`src/rtl/sram_ctrl_pkg.sv`:
```
// Shared types and helpers for the MEM-side asynchronous SRAM controller.
package sram_ctrl_pkg;

    localparam int unsigned CNT_W = 4;

    typedef enum logic [1:0] {
        SRAM_IDLE  = 2'd0,
        SRAM_READ  = 2'd1,
        SRAM_WRITE = 2'd2,
        SRAM_DONE  = 2'd3
    } sram_state_t;

    // Wait counter load value: a state lasting N cycles counts N-1 down to 0.
    function automatic logic [CNT_W-1:0] wait_load(input int unsigned cycles);
        return CNT_W'(cycles - 1);
    endfunction

endpackage

```
`src/rtl/sram_ctrl.sv`:
```
// Multi-cycle read/write controller for a 32-bit asynchronous SRAM, stalling MEM
// until the access completes; strobes are registered from the next state.
module sram_ctrl
    import sram_ctrl_pkg::*;
#(
    parameter int unsigned SRAM_AW    = 20,
    parameter int unsigned READ_WAIT  = 2,
    parameter int unsigned WRITE_WAIT = 3
) (
    input  logic               clk,
    input  logic               rst,
    input  logic               ce_i,
    input  logic               we_i,
    input  logic [31:0]        addr_i,
    input  logic [3:0]         sel_i,
    input  logic [31:0]        data_i,
    input  logic               flush_i,
    output logic [31:0]        data_o,
    output logic               stall_req_o,
    output logic [SRAM_AW-1:0] sram_addr_o,
    output logic [31:0]        sram_dq_o,
    output logic               sram_dq_oe_o,
    input  logic [31:0]        sram_dq_i,
    output logic               sram_ce_n_o,
    output logic               sram_oe_n_o,
    output logic               sram_we_n_o,
    output logic [3:0]         sram_be_n_o
);

    sram_state_t      state, next_state;
    logic [CNT_W-1:0] cnt, next_cnt;
    logic [3:0]       be_q;
    logic             accept_c;
    logic             capture_c;
    logic             active_c;
    logic             unused_addr_c;

    // Byte offset and upper address bits are not part of the SRAM word address.
    assign unused_addr_c = ^{addr_i[31:SRAM_AW+2], addr_i[1:0]};

    always_comb begin
        next_state = state;
        next_cnt   = cnt;
        accept_c   = 1'b0;
        capture_c  = 1'b0;
        case (state)
            SRAM_IDLE: begin
                if (ce_i && !flush_i) begin
                    accept_c   = 1'b1;
                    next_state = we_i ? SRAM_WRITE : SRAM_READ;
                    next_cnt   = we_i ? wait_load(WRITE_WAIT) : wait_load(READ_WAIT);
                end
            end
            SRAM_READ: begin
                if (flush_i) begin
                    next_state = SRAM_IDLE;
                    next_cnt   = '0;
                end else if (cnt == '0) begin
                    capture_c  = 1'b1;
                    next_state = SRAM_DONE;
                end else begin
                    next_cnt = cnt - CNT_W'(1);
                end
            end
            // A started write always finishes so the WE pulse is never truncated.
            SRAM_WRITE: begin
                if (cnt == '0) begin
                    next_state = SRAM_DONE;
                end else begin
                    next_cnt = cnt - CNT_W'(1);
                end
            end
            SRAM_DONE: begin
                next_state = SRAM_IDLE;
            end
            default: begin
                next_state = SRAM_IDLE;
                next_cnt   = '0;
            end
        endcase
    end

    assign active_c = (next_state == SRAM_READ) || (next_state == SRAM_WRITE);

    assign stall_req_o = !flush_i &&
                         (((state == SRAM_IDLE) && ce_i) ||
                          (state == SRAM_READ) || (state == SRAM_WRITE));

    always_ff @(posedge clk) begin
        if (rst) begin
            state        <= SRAM_IDLE;
            cnt          <= '0;
            be_q         <= 4'hF;
            data_o       <= '0;
            sram_addr_o  <= '0;
            sram_dq_o    <= '0;
            sram_dq_oe_o <= 1'b0;
            sram_ce_n_o  <= 1'b1;
            sram_oe_n_o  <= 1'b1;
            sram_we_n_o  <= 1'b1;
            sram_be_n_o  <= 4'hF;
        end else begin
            state <= next_state;
            cnt   <= next_cnt;
            if (accept_c) begin
                sram_addr_o <= addr_i[SRAM_AW+1:2];
                be_q        <= ~sel_i;
                sram_dq_o   <= data_i;
            end
            if (capture_c) begin
                data_o <= sram_dq_i;
            end
            sram_ce_n_o  <= !active_c;
            sram_oe_n_o  <= (next_state != SRAM_READ);
            sram_we_n_o  <= !((next_state == SRAM_WRITE) && (next_cnt != '0));
            sram_dq_oe_o <= (next_state == SRAM_WRITE);
            sram_be_n_o  <= active_c ? (accept_c ? ~sel_i : be_q) : 4'hF;
        end
    end

endmodule

```
`config.mk`:
```
export PLATFORM = sky130hd
export DESIGN_NAME = sram_ctrl
export DESIGN_NICKNAME = d
export VERILOG_FILES = /design/src/rtl/sram_ctrl_pkg.sv /design/src/rtl/sram_ctrl.sv
export SDC_FILE = /design/constraint.sdc
export NUM_CORES = 1
export LEC_CHECK = 0
export BUFFER_PORTS_ARGS = -buffer_cell sky130_fd_sc_hd__buf_2
export CORE_MARGIN = 1.5
export CORE_UTILIZATION = 48
export DETAILED_ROUTE_END_ITERATION = 6
export GPL_TIMING_DRIVEN = 0
export PLACE_DENSITY = 0.85
export SYNTH_ARGS = -nofsm -noshare
export SYNTH_HDL_FRONTEND = slang
export SYNTH_SLANG_ARGS = --single-unit
```
`constraint.sdc`:
```
create_clock -name clk -period 7.2 [get_ports clk]
set_input_delay 1.08 -clock clk [delete_from_list [all_inputs] [get_ports clk]]
set_output_delay 1.08 -clock clk [all_outputs]
set_load 0.05 [all_outputs]
```
==> metrics, run 1 <==
outcome completed; peak supply drop 0.175 mV; P&R area growth vs syn 34.4%; row count 32; Ant. Diodes 0; top cells by count, synth nand2_1 (171), dfxtp_1 (102), a21oi_1 (93); Max Clk Rate 0.343 GHz; Synth area leaders dfxtp_1 (54%), nand2_1 (17%), a21oi_1 (12%); Crit path required time 7.44 ns; die width 91.4 um; Final GP Congestion 0.787; Syn Std Cell Area 3750 um^2; Post-synth EDFFs 0; core region area 7650 um^2; WP data arrival 3.15 ns; unrepaired setup endpoints after global routing no; initial antenna violation count 0; drt via density 4.94; RR Endpoint sram_be_n_o[0]; Placement Setup Slack 4.02 ns; yosys warns 0; FF-to-FF Start cnt[1]; die height 91.4 um; worst hold path endpoint data_o[12]; global-route wire length before repair 15,800 um; LEAKAGE 2.27 nW; Yosys top cell area share 54.5%; grt total ovfl 0; final clock skew 0.0116 ns; register area share after synthesis 54.5%; Initial Util 49.0%; Hold Startpoint data_o[12]; Avg Cell Area, Syn 8.04 um^2; DR iter-0 viols 141; vias in the first global route 3,537; critical path class reg2reg; Tightest Hold Check Type reg2reg; r2r setup slk 4.28 ns; final core utilization 65.9%; CP peak stage delay 0.38 ns; port buffer count 184; CTS tree built; CP endpoint kind flip-flop; layout cells sized above 1 31.8%; clock buffer count from CTS 9; All-Layer GR Usage 23.4%; Setup Fix Bufs, Post-CTS 0; pin count of the biggest net entering global routing 17; syn nets 574; crit path max fanout 9; Vias 3,794; cells on worst reg2reg path 11; pwr dens 253 nW/um^2; worst-margin pin slew 0.687 ns; most common cell in the netlist nand2_1; post-route setup slack 4.28 ns; Hold-fix buffers, CTS 0; Antenna Nets Post-Route 0; DRT Wirelength 9950 um; Clock Sinks 102; drt pass-1 iters 4; Clock Pin Slew Worst Setup and Hold Paths 0.09 ns; Async SR Flop Fraction 0%; setup TNS 0 ns; final net count 769; delay-heaviest family, CP buffers and inverters; HPWL Detailed 7530 um; Hold Path Depth 2; final hold vios 0; Yosys cell types 33; critical path's most frequent cell clkbuf_1; final setup fails 0; post-layout minimum cycle time 2.92 ns; wire per inst 13.0 um; Mapped Cells 466; worst relative slew slack 54.0%; Root Driver clkbuf_8; Main synth FF type dfxtp_1; IO Pins 198; CP bufs+invs 5; Crit-path slowest cell a2111o_1; Max Cap Viol 0; final worst path period share 40.5%; CTS H-tree depth 3; Startpoint Class flip-flop; Clock Latency Late Sink 0.35 ns; full die area 8350 um^2; DRC 0; worst-path cell chain clkbuf_1 -> inv_1 -> ha_1 -> or3b_1 -> clkbuf_1 -> or2_1 -> clkbuf_1 -> o21a_1 -> inv_1 -> ha_1 -> a2111o_1; leading area contributor after synthesis dfxtp_1; # resized after CTS 0; CTS max path bufs 2; post-synthesis register bit count 102; max-slew violations 0
[cell type report]
cell class              instances  area [um^2]
fillers                       663         2610
flip-flops and latches        102         2040
multi-input cells             324         1530
repair buffers                184          921
clock buffers                  12          165
plain buffers                  34          151
well taps                     102          128
clock inverters                 4         76.3
inverters                       6         22.5
[logic make-up after synthesis]
family	after synthesis	share of synthesized area [%]
adder cells (fa/ha/maj)	3	1.00
buffers and inverters	40	4.64
AO/OA/AOI/OAI	117	17.7
AND/OR/NAND/NOR	203	21.9
multiplexers	1	0.267
flip-flops	102	54.5
[how the worst max path moves through the flow]
stage / cells after the start / slack [ns] / from / to
after floorplan: 8 / 4.39 / flush_i / sram_be_n_o[0]
after global placement: 9 / 4.03 / flush_i / sram_be_n_o[2]
after detailed placement: 9 / 4.02 / flush_i / sram_be_n_o[1]
after CTS: 11 / 4.29 / cnt[1] / sram_be_n_o[0]
after global routing: 11 / 4.10 / cnt[1] / sram_be_n_o[0]
final: 11 / 4.28 / cnt[1] / sram_be_n_o[0]
[worst min-delay path: cells and delay by family, from the launching register on]
kind / cells / cell delay (ns)
flip-flops: 1 / 0.32
AND/OR/NAND/NOR: 1 / 0.05
AO/OA/AOI/OAI: 1 / 0.05
[cells in the final DEF (no fill, tap or decap), types with 3 or more instances in the layout]
master	Yosys	layout
nor2_1	11	11
nand2_1	171	171
clkbuf_1	25	25
or2_1	3	3
inv_1	6	6
a21oi_1	93	93
dfxtp_1	102	102
a211o_1	4	4
buf_2	7	191
ha_1	3	3
nand2b_1	5	5
a2111o_1	4	4
clkbuf_8	0	12
o21ai_0	5	5
[power by group]
| part | total [mW] | switching, mW | internal (mW) |
|---|---|---|---|
| Sequential | 0.607 | 0.0144 | 0.593 |
| Clock | 0.418 | 0.192 | 0.226 |
| Combinational | 0.248 | 0.176 | 0.0724 |
[registers in the layout (all words and copies together), names as in the netlist]
register and count:
sram_oe_n_o 1, sram_ce_n_o 1, sram_dq_o 32, be_q 4
data_o 32, sram_be_n_o 4, state 2, sram_dq_oe_o 1
sram_addr_o 20, sram_we_n_o 1, cnt 4
[routing by layer]
layer	GRT usage, %	vias to the layer above	part of all wire [%]	wire length [um]
li1	-	1917	-	-
met2	42.5	167	49	4890
met4	7.55	0	1.6	159
met1	26.4	1696	41	4130
met5	0	-	0	0
met3	6.03	14	7.8	774
[per-stage QoR]
stage	hold WS, ns	total power, mW	cells	instance area (um^2)
after global placement	0.439	0.861	752	4800
after global routing	0.475	1.32	768	5040
after CTS	0.456	1.28	768	5040
after floorplan	0.437	0.792	466	3750
final	0.455	1.27	768	5040
after detailed placement	0.443	0.867	752	4800
Power figures use the tool's default switching activity.
==> inputs of run 2 (changes only) <==
--- a/config.mk
+++ b/config.mk
@@ -7,10 +7,10 @@
 export LEC_CHECK = 0
 export BUFFER_PORTS_ARGS = -buffer_cell sky130_fd_sc_hd__buf_2
 export CORE_MARGIN = 1.5
-export CORE_UTILIZATION = 48
+export CORE_UTILIZATION = 40
 export DETAILED_ROUTE_END_ITERATION = 6
 export GPL_TIMING_DRIVEN = 0
-export PLACE_DENSITY = 0.85
+export PLACE_DENSITY = 0.75
 export SYNTH_ARGS = -nofsm -noshare
 export SYNTH_HDL_FRONTEND = slang
 export SYNTH_SLANG_ARGS = --single-unit
==> constraint.sdc (replaced) <==
create_clock -name clk -period 2.67 [get_ports clk]
set_input_delay 0.4005 -clock clk [delete_from_list [all_inputs] [get_ports clk]]
set_output_delay 0.4005 -clock clk [all_outputs]
set_load 0.05 [all_outputs]
==> run 2 against run 1 <==
First-iteration DRC count down 27%. Critical path depth shrank 2. Hold slack got worse by 0.19 ns. Critical endpoint is now sram_be_n_o[2]. Maximum frequency rose by 13%. Clock skew grew 0.0048 ns.
==> metrics, run 2 (synthesis gave the netlist of run 1 again) <==
All-Layer GR Usage 20.0%; Crit-path slowest cell or3b_4; post-route setup slack 0.0973 ns; DRT Wirelength 10,400 um; peak supply drop 0.335 mV; port buffer count 184; drt via density 4.93; fillcell total 873; crit path from cnt[1]; CP peak stage delay 0.46 ns; critical path class reg2reg; most frequent cells in the layout buf_2 (191), nand2_1 (171), dfxtp_1 (102), a21oi_1 (93), clkbuf_1 (23); post-route cell area 4970 um^2; global-route wire length before repair 16,000 um; vias in the first global route 3,497; pwr dens 640 nW/um^2; wire per inst 13.4 um; final hold vios 0; clock power share 27.4%; sequential fraction of design power 51.5%; final setup fails 0; total power 3.18 mW; Placement Setup Slack -0.284 ns; pin count of the biggest net entering global routing 18; layout cells sized above 1 32.1%; worst relative slew slack 53.6%; Vias 3,813; setup TNS 0 ns; Startpoint Class flip-flop; Hold Startpoint addr_i[13]; Clock Pin Slew Worst Setup and Hold Paths 0.11 ns; delay-heaviest family, CP simple AND/OR/NAND/NOR gates; hold_ws 0.268 ns; CP endpoint kind flip-flop; switching share of power 32.9%; FF-to-FF Start cnt[1]; Crit path required time 2.91 ns; Max Cap Viol 0; grt total ovfl 0; core region area 9150 um^2; final core utilization 54.3%; row count 35; drt pass-1 iters 4; full die area 9960 um^2; Antenna Nets Post-Route 0; CP bufs+invs 3; initial antenna violation count 0; Seq. cell area 2040 um^2; fin cells 774; HPWL Detailed 7810 um; DR iter-0 viols 103; Multi-input gate area 1540 um^2; outcome completed; Internal 2.13 mW; CTS tree built; clock buffer count from CTS 9; worst-margin pin slew 0.694 ns; largest registers data_o: 32 flops, sram_dq_o: 32 flops, sram_addr_o: 20 flops; post-layout minimum cycle time 2.57 ns; Root Driver clkbuf_8; die width 99.8 um; final clock skew 0.0165 ns; LEAKAGE 2.23 nW; IO Pins 198; DRC 0; worst-path cell chain clkbuf_1 -> inv_1 -> ha_1 -> or3b_4 -> or2_4 -> o21a_1 -> inv_1 -> ha_1 -> a2111o_1; CTS max path bufs 2; WP data arrival 2.81 ns; die height 99.8 um; P_sw 1.05 mW; CTS H-tree depth 3; Initial Util 40.9%; Clock Sinks 102; Combinational Power Share 21.1%; commonest non-fill, non-tap cell in the layout buf_2; max-slew violations 0; Tightest Hold Check Type in2reg; unrepaired setup endpoints after global routing no; Clock Latency Late Sink 0.36 ns; Final GP Congestion 0.887; P&R area growth vs syn 32.7%; # resized after CTS 1; Hold-fix buffers, CTS 0; Ant. Diodes 0; dpl cell area 4810 um^2; final worst path period share 96.4%; Max Clk Rate 0.389 GHz; Placed Instances 761; Setup Fix Bufs, Post-CTS 0; final net count 767; crit path max fanout 9
[run 2: cell types whose count changed in the layout (fill, tap and decap cells not counted)]
cell | previous run | this run
clkbuf_8 | 12 | 9
clkbuf_1 | 25 | 23
clkinv_2 | 0 | 1
clkinvlp_4 | 1 | 3
or2_1 | 3 | 2
inv_6 | 1 | 2
or3b_1 | 2 | 1
or2_4 | 0 | 1
bufinv_16 | 2 | 0
or3b_4 | 0 | 1
[run 2: tightest hold or removal path, cell delays in order]
cell and delay, ns:
buf_2 0.09, nand2_1 0.04, a21oi_1 0.05
[run 2: metal layers]
layer | track usage [%] | wire length, um | vias up
met3 | 5.85 | 921 | 17
li1 | - | - | 1916
met4 | 6.83 | 172 | 0
met5 | 0 | 0 | -
met1 | 22.7 | 4360 | 1714
met2 | 35.7 | 4910 | 166
[run 2: layout make-up]
type / count / share of cell area [%]
Buffer: 32 / 2.89
Clock buffer: 9 / 2.49
Clock inverter: 6 / 0.906
Inverter: 6 / 0.453
Multi-Input combinational cell: 324 / 30.9
Sequential cell: 102 / 41.1
Tap cell: 111 / 2.79
Timing Repair Buffer: 184 / 18.5
[run 2: power groups by stage]
| stage | sequential [mW] | clock [mW] | combinational, mW |
|---|---|---|---|
| floorplan | 1.90 | 0 | 0.233 |
| detailed placement | 1.67 | 0 | 0.674 |
| global placement | 1.67 | 0 | 0.661 |
| global route | 1.65 | 0.950 | 0.725 |
| finish | 1.64 | 0.871 | 0.673 |
| CTS | 1.64 | 0.906 | 0.674 |
[run 2: path summary, 6_finish.rpt]
kind                     endpoint  slack (ns)  cells after the start
hold reg to reg   sram_addr_o[17]        0.46                      2
setup / recovery   sram_be_n_o[2]         0.1                      9
setup reg to reg   sram_be_n_o[2]         0.1                      9
hold / removal    sram_addr_o[11]        0.27                      3
